--- config.mk ---
export PLATFORM = sky130hd
export DESIGN_NAME = gpr_bypass_scoreboard
export DESIGN_NICKNAME = d
export VERILOG_FILES = /design/src/rtl/gpr_bypass_scoreboard.sv
export SDC_FILE = /design/constraint.sdc
export NUM_CORES = 1
export LEC_CHECK = 0
export ABC_AREA = 1
export BUFFER_PORTS_ARGS = -buffer_cell sky130_fd_sc_hd__buf_2
export CAP_MARGIN = 15
export CORE_AREA = 2 2 118 120
export DETAILED_ROUTE_END_ITERATION = 7
export DIE_AREA = 0 0 120 122
export PLACE_DENSITY_LB_ADDON = 0.08
export SYNTH_ARGS = -nofsm -noshare
export SYNTH_HDL_FRONTEND = slang
export SYNTH_SLANG_ARGS = --single-unit
--- constraint.sdc ---
create_clock -name clk -period 4.7 [get_ports clk]
set_input_delay 0.705 -clock clk [delete_from_list [all_inputs] [get_ports clk]]
set_output_delay 0.705 -clock clk [all_outputs]
set_load 0.05 [all_outputs]
--- src/rtl/gpr_bypass_scoreboard.sv ---
// GPR bypass with youngest-first forwarding, long-unit countdown scoreboard and unified ID stall.
// Latency: forwarding and stall are combinational. Backpressure: o_stall holds ID/IF, and i_flush masks it.
module gpr_bypass_scoreboard #(
    parameter int NUM_RPORTS = 2,
    parameter int NUM_STAGES = 3,
    parameter int DATA_W     = 32,
    parameter int ADDR_W     = 5,
    parameter int LONG_LAT   = 4,
    parameter int CNT_W      = 32
) (
    input  logic                         clk,
    input  logic                         rst_n,
    input  logic [NUM_RPORTS*ADDR_W-1:0] i_raddr,
    input  logic [NUM_RPORTS-1:0]        i_rused,
    input  logic [NUM_RPORTS*DATA_W-1:0] i_rdata,
    input  logic [NUM_STAGES-1:0]        i_stg_wen,
    input  logic [NUM_STAGES-1:0]        i_stg_ready,
    input  logic [NUM_STAGES*ADDR_W-1:0] i_stg_waddr,
    input  logic [NUM_STAGES*DATA_W-1:0] i_stg_wdata,
    input  logic                         i_long_req,
    input  logic [ADDR_W-1:0]            i_long_waddr,
    input  logic                         i_flush,
    output logic [NUM_RPORTS*DATA_W-1:0] o_rdata,
    output logic                         o_stall,
    output logic                         o_long_busy,
    output logic [CNT_W-1:0]             o_stall_cnt
);

    localparam logic [7:0] CNT_INIT = 8'(LONG_LAT - 1);

    logic                  busy;
    logic [ADDR_W-1:0]     lwaddr;
    logic [7:0]            cnt;
    logic [NUM_RPORTS-1:0] port_haz;
    logic                  struct_haz;
    logic                  issue_acc;

    for (genvar p = 0; p < NUM_RPORTS; p++) begin : g_port
        logic [ADDR_W-1:0] raddr;
        logic [DATA_W-1:0] dat;
        logic              hit;
        logic              fwd_haz;
        logic              long_haz;

        assign raddr = i_raddr[p*ADDR_W +: ADDR_W];

        // The first matching stage wins even when it is not ready, so an older
        // ready result can never shadow a younger pending write.
        always_comb begin
            hit     = 1'b0;
            fwd_haz = 1'b0;
            dat     = i_rdata[p*DATA_W +: DATA_W];
            for (int s = 0; s < NUM_STAGES; s++) begin
                if (!hit && i_stg_wen[s]
                    && i_stg_waddr[s*ADDR_W +: ADDR_W] != '0
                    && i_stg_waddr[s*ADDR_W +: ADDR_W] == raddr) begin
                    hit = 1'b1;
                    if (i_stg_ready[s]) begin
                        dat = i_stg_wdata[s*DATA_W +: DATA_W];
                    end else begin
                        fwd_haz = 1'b1;
                    end
                end
            end
        end

        assign long_haz    = busy && (lwaddr != '0) && (lwaddr == raddr);
        assign port_haz[p] = i_rused[p] && (fwd_haz || long_haz);
        assign o_rdata[p*DATA_W +: DATA_W] = dat;
    end

    assign struct_haz  = i_long_req && busy;
    assign o_stall     = !i_flush && ((|port_haz) || struct_haz);
    assign issue_acc   = i_long_req && !o_stall && !i_flush;
    assign o_long_busy = busy;

    // Accept is only possible while idle, since a request during busy is a structural stall.
    always_ff @(posedge clk or negedge rst_n) begin
        if (!rst_n) begin
            busy   <= 1'b0;
            lwaddr <= '0;
            cnt    <= '0;
        end else if (busy) begin
            if (cnt != 8'd0) begin
                cnt <= cnt - 8'd1;
            end else begin
                busy <= 1'b0;
            end
        end else if (issue_acc) begin
            busy   <= 1'b1;
            lwaddr <= i_long_waddr;
            cnt    <= CNT_INIT;
        end
    end

    always_ff @(posedge clk or negedge rst_n) begin
        if (!rst_n) begin
            o_stall_cnt <= '0;
        end else if (o_stall && (o_stall_cnt != {CNT_W{1'b1}})) begin
            o_stall_cnt <= o_stall_cnt + CNT_W'(1);
        end
    end

endmodule

# Word level (Yosys, flattened, before mapping)
# Cells that the tools add are included.
# totals
ff_bits	46
# classes
n_addsub	2
eq_ne	10
n_mux	33
bitwise	1
reduce_logical	43
# ops
op	count
32-bit two-way mux	12
5-bit equality test	8
32-bit by 1-bit adder with 32-bit output, second input constant	1
32-bit inequality test, second input constant	1
1-bit logical AND	25
8-bit two-way mux	3
5-bit nonzero test	4
1-bit two-way mux	18
8-bit nonzero test	1
8-bit by 1-bit subtractor with 8-bit output, second input constant	1
1-bit zero test	6
2-bit AND reduction	2
1-bit logical OR	3
2-bit by 1-bit inequality test with 1-bit output, second input constant	1
2-bit nonzero test	1
2-bit OR reduction	1
1-bit NOT	1

# Logic depth before layout (Yosys ltp)
# logic_depth
depth_word	24
depth_mapped	15

# Least setup slack after synthesis
# Ideal clock, no wire load.
# synth_timing
path_kind	input-to-output
startpoint	input i_stg_waddr[2]
endpoint	output o_rdata[56]
arrival_ps	2696
required_ps	3995
setup_slack_ps	1299
path_stages	9
path_cell_list	nor2_1 nand3_1 nand2_1 nor2_2 nand2_2 buf_2 nand3_1 clkbuf_1 o21ai_0
# synth_between
elab_chain_cells	14
# synth_lines
element	line	source
from (decl)	18	input logic [NUM_STAGES*ADDR_W-1:0] i_stg_waddr,
5-bit nonzero test	55	&& i_stg_waddr[s*ADDR_W +: ADDR_W] != '0
1-bit logical AND	55	
1-bit logical AND (*)	56	&& i_stg_waddr[s*ADDR_W +: ADDR_W] == raddr) begin
1-bit two-way mux	54	if (!hit && i_stg_wen[s]
1-bit zero test	54	
1-bit logical AND	54	
1-bit logical AND	55	
1-bit logical AND	56	
1-bit two-way mux	54	
1-bit zero test	54	
1-bit logical AND	54	
1-bit logical AND	55	
1-bit logical AND	56	
32-bit two-way mux (*)	54	
to (decl)	23	output logic [NUM_RPORTS*DATA_W-1:0] o_rdata,
# Every way passes the cells marked *; elsewhere a longest branch is shown, timed or not.

# Worst setup path after layout
# layout_timing
startpoint	input i_stg_waddr[2]
endpoint	output o_rdata[30]
# Same word-level chain as after synthesis.

==> flow_summary_export.csv <==
group,metric,value,unit
run_status,outcome,"finished, final reports clean",
setup_path,r2r-end,"o_stall_cnt[3]$_DFFE_PN0P_",
power_and_ir_drop,clock_power_share,19.4,%
setup_path,critical_path_class,"input port to primary output",
synthesis,synth-edff-count,0,
place,dp_slack,0.7020,ns
die,start_util,43.73,%
synthesis,syn_area_per_cell,6.020,sq um
route,wl,25390,microns
layout,areaGrowthSynthToFinish,28.77,%
synthesis,synth-simple-area-share,34.45,%
setup_path,crit_path_end_kind,"primary output",
sta,rsz0062_at_grt,"no",
clocking,insertion_delay,0.29,ns
place,hpwl,19400,microns
place,port_buffers,299,
die,die_x,120,microns
clocking,clock_sinks,46,
synthesis,synthXorXnorAreaFrac,7.267,%
synthesis,synthFlopType,"dfrtp_1",
power_and_ir_drop,p_int,968.4,uW
synthesis,synth-seq-cells,46,
synthesis,yosysSeqAreaShare,19.49,%
route,dr.first_iter.drc_count,900,
clocking,clockRootBuffer,"clkbuf_16",
clocking,cts_buffers,5,
worst_hold_path,hold_depth,2,
route,avgRoutedWirePerCell,17.88,microns
sta,finalWorstPathRequiredPeriod,4.061,ns
setup_path,reg2reg_from,"lwaddr[1]$_DFFE_PN0P_",
sta,fin_skew,0.004202,ns
layout,ff_latch_area,1151,sq um
die,die_y,122,microns
clocking,clk_pin_slew_worst_paths,0.06,ns
synthesis,mappedNetlistNets,1185,
worst_hold_path,hold_path_class,"flop to flop",
place,gp_congestion,0.9837,
global_routing,grt_pass1_wl,37870,microns
layout,final_util,56.31,%
global_routing,grt_pass1_vias,7033,
setup_path,cp-start-kind,"input port",
global_routing,grt_max_degree,49,
global_routing,grt_usage,32.43,%
sta,setup-violations-final,0,
synthesis,synth_cell_types,34,
global_routing,gr-total-overflow,0,
setup_path,arrival,3.36,ns
sta,period_share,86.41,%
sta,hold_slack,0.5356,ns
global_routing,antenna_found_initial,7,
synthesis,synth_warnings,0,
sta,fin_ws,0.6388,ns
layout,drive_above_1_share,28.41,%
power_and_ir_drop,p_leak,3.986,nW
die,core,13500,sq um
sta,max_freq,246.2,MHz
worst_hold_path,worstHoldStart,"cnt[0]$_DFFE_PN0P_",
synthesis,syn_inst,981,
route,drt_pre_antenna_iters,6,
route,viasPerCell,5.583,
route,ant_nets,0,
power_and_ir_drop,pwr-share-comb,50.8,%
synthesis,synth_mux_area_share,0,%
clocking,cts_hold_buffers,0,
die,rows,43,
sta,drv_slew,0,
route,drc_errors,0,
layout,multiInputGateArea,4116,sq um
synthesis,synth_top_family_by_area,"simple AND/OR/NAND/NOR gates",
route,num_vias,7928,
sta,finalSetupTns,0,ns
synthesis,synth_compound_area_share,27.56,%
power_and_ir_drop,p_seq_share,29.8,%
clocking,cts_setup_buffers,0,
clocking,h-tree-depth,2,
setup_path,r2r_cells,12,
clocking,cts_buffer_depth,2,
synthesis,synthArstFlopShare,100.0,%
power_and_ir_drop,sw_frac_of_total,47.82,%
worst_hold_path,holdPathEnd,"cnt[0]$_DFFE_PN0P_",
synthesis,syn_area,5906,sq um
layout,nFillCells,1474,
layout,nets,1435,
synthesis,synthAdderAreaFrac,0.4237,%
setup_path,critical_path_required,3.99,ns
power_and_ir_drop,cellPowerDensity,244.0,nW/um^2
sta,relSlewSlack,25.51,%
sta,finalHoldViolCount,0,
setup_path,worst-path-max-fanout,32,
run,drv_cap,0,
die,dieArea,14640,sq um
setup_path,r2r_setup_slack,2.38,ns
power_and_ir_drop,power.switching,887.5,uW
die,ios,300,
clocking,cts_resized,0,
power_and_ir_drop,vdd_ir_drop_max,0.0003160,V
sta,tightest_slew,1.111,ns
clocking,cts_tree,"yes",
cell families after synthesis:
| kind of cell | after synthesis |
|---|---|
| and+or+nand+nor | 460 |
| adders and majority gates | 2 |
| DFF | 46 |
| AOI/OAI and AO/OA | 267 |
| buffers and inverters | 157 |
| xor gates and xnor gates | 49 |
worst max path at each step:
stage | startpoint | slack [ns] | endpoint | depth (start not counted)
detailed placement | i_stg_waddr[2] | 0.70 | o_rdata[30] | 12
global placement | i_raddr[7] | 0.70 | o_rdata[60] | 13
global route | i_raddr[6] | 0.43 | o_rdata[60] | 13
floorplan | i_stg_waddr[2] | 1.30 | o_rdata[56] | 9
finish | i_stg_waddr[2] | 0.64 | o_rdata[30] | 12
CTS | i_stg_waddr[2] | 0.69 | o_rdata[30] | 12
cell usage after synthesis (11+ instances only):
library cell  count  area, sq um
nor3_1           11        55.05
buf_2            18        90.09
nor2_1           60        225.2
o221ai_1         26        227.7
nand2_1         284         1066
o211ai_1         75        563.0
o21ai_1          54        270.3
xor2_1           35        306.5
nand4_1          46        287.8
o21ai_0         106        530.5
dfrtp_1          46         1151
xnor2_1          14        122.6
clkbuf_1         44        165.2
inv_1            74        277.8
inv_2            15        56.30
nand3_1          32        160.2
layout by cell type, fill, tap and decap left out:
cell and n:
a21boi_0 1, a21boi_1 1, a21oi_1 3, buf_12 2
buf_2 298, buf_4 10, clkbuf_1 1, clkbuf_16 5
clkbuf_8 1, clkinv_1 1, clkinv_2 1, dfrtp_1 46
diode_2 8, ha_1 2, inv_1 74, inv_2 15
nand2_1 284, nand2_2 4, nand3_1 32, nand3_2 6
nand3_4 2, nand4_1 46, nand4_2 1, nand4_4 1
nor2_1 60, nor2_2 3, nor3_1 11, nor3_2 1
nor3b_1 1, nor4_1 8, o211ai_1 75, o21ai_0 106
o21ai_1 54, o221ai_1 26, o22ai_1 1, xnor2_1 14
xor2_1 35
sequential cells by signal, indices dropped and copies added, names as in the netlist:
register	flops
lwaddr	5
cnt	8
o_long_busy	1
o_stall_cnt	32
per-layer routing:
layer / vias to the layer above / wire length, microns / track usage [%]
li1: 3892 / - / -
met3: 62 / 1853 / 4.448
met2: 376 / 12240 / 54.97
met5: - / 10 / 0
met4: 2 / 1013 / 14.93
met1: 3596 / 10270 / 40.92
worst max-delay path, stage by stage:
cell and delay [ns]:
buf_2 0.13, nor2_1 0.11, nand3_1 0.09, nand2_1 0.10, inv_1 0.07, nand3_2 0.31
nand3_2 0.60, buf_4 0.43, o211ai_1 0.12, o21ai_0 0.12, o22ai_1 0.23, buf_2 0.32
through the flow:
step	total power [mW]	std cells	instance area, sq um
after floorplan	1.218	981	5906
after detailed placement	1.500	1404	7437
after global placement	1.495	1404	7437
after global routing	1.983	1418	7600
after CTS	1.865	1412	7585
final	1.856	1420	7605
power groups by stage:
| stage | Clock [mW] | Sequential (mW) | Combinational, mW |
|---|---|---|---|
| floorplan | 0 | 0.603 | 0.616 |
| detailed placement | 0 | 0.560 | 0.940 |
| finish | 0.360 | 0.553 | 0.943 |
| global route | 0.382 | 0.564 | 1.04 |
| CTS | 0.368 | 0.553 | 0.944 |
| global placement | 0 | 0.560 | 0.935 |
area by class of cell:
type | count | area share (%)
sequential | 46 | 15.14
antenna | 8 | 0.2632
tap | 180 | 2.962
multi-input combinational | 778 | 54.13
timing repair buffer | 310 | 21.13
inverter | 90 | 4.442
clock inverter | 1 | 0.06581
clock buffer | 7 | 1.876
No activity file was read; power rests on OpenSTA's default activity.
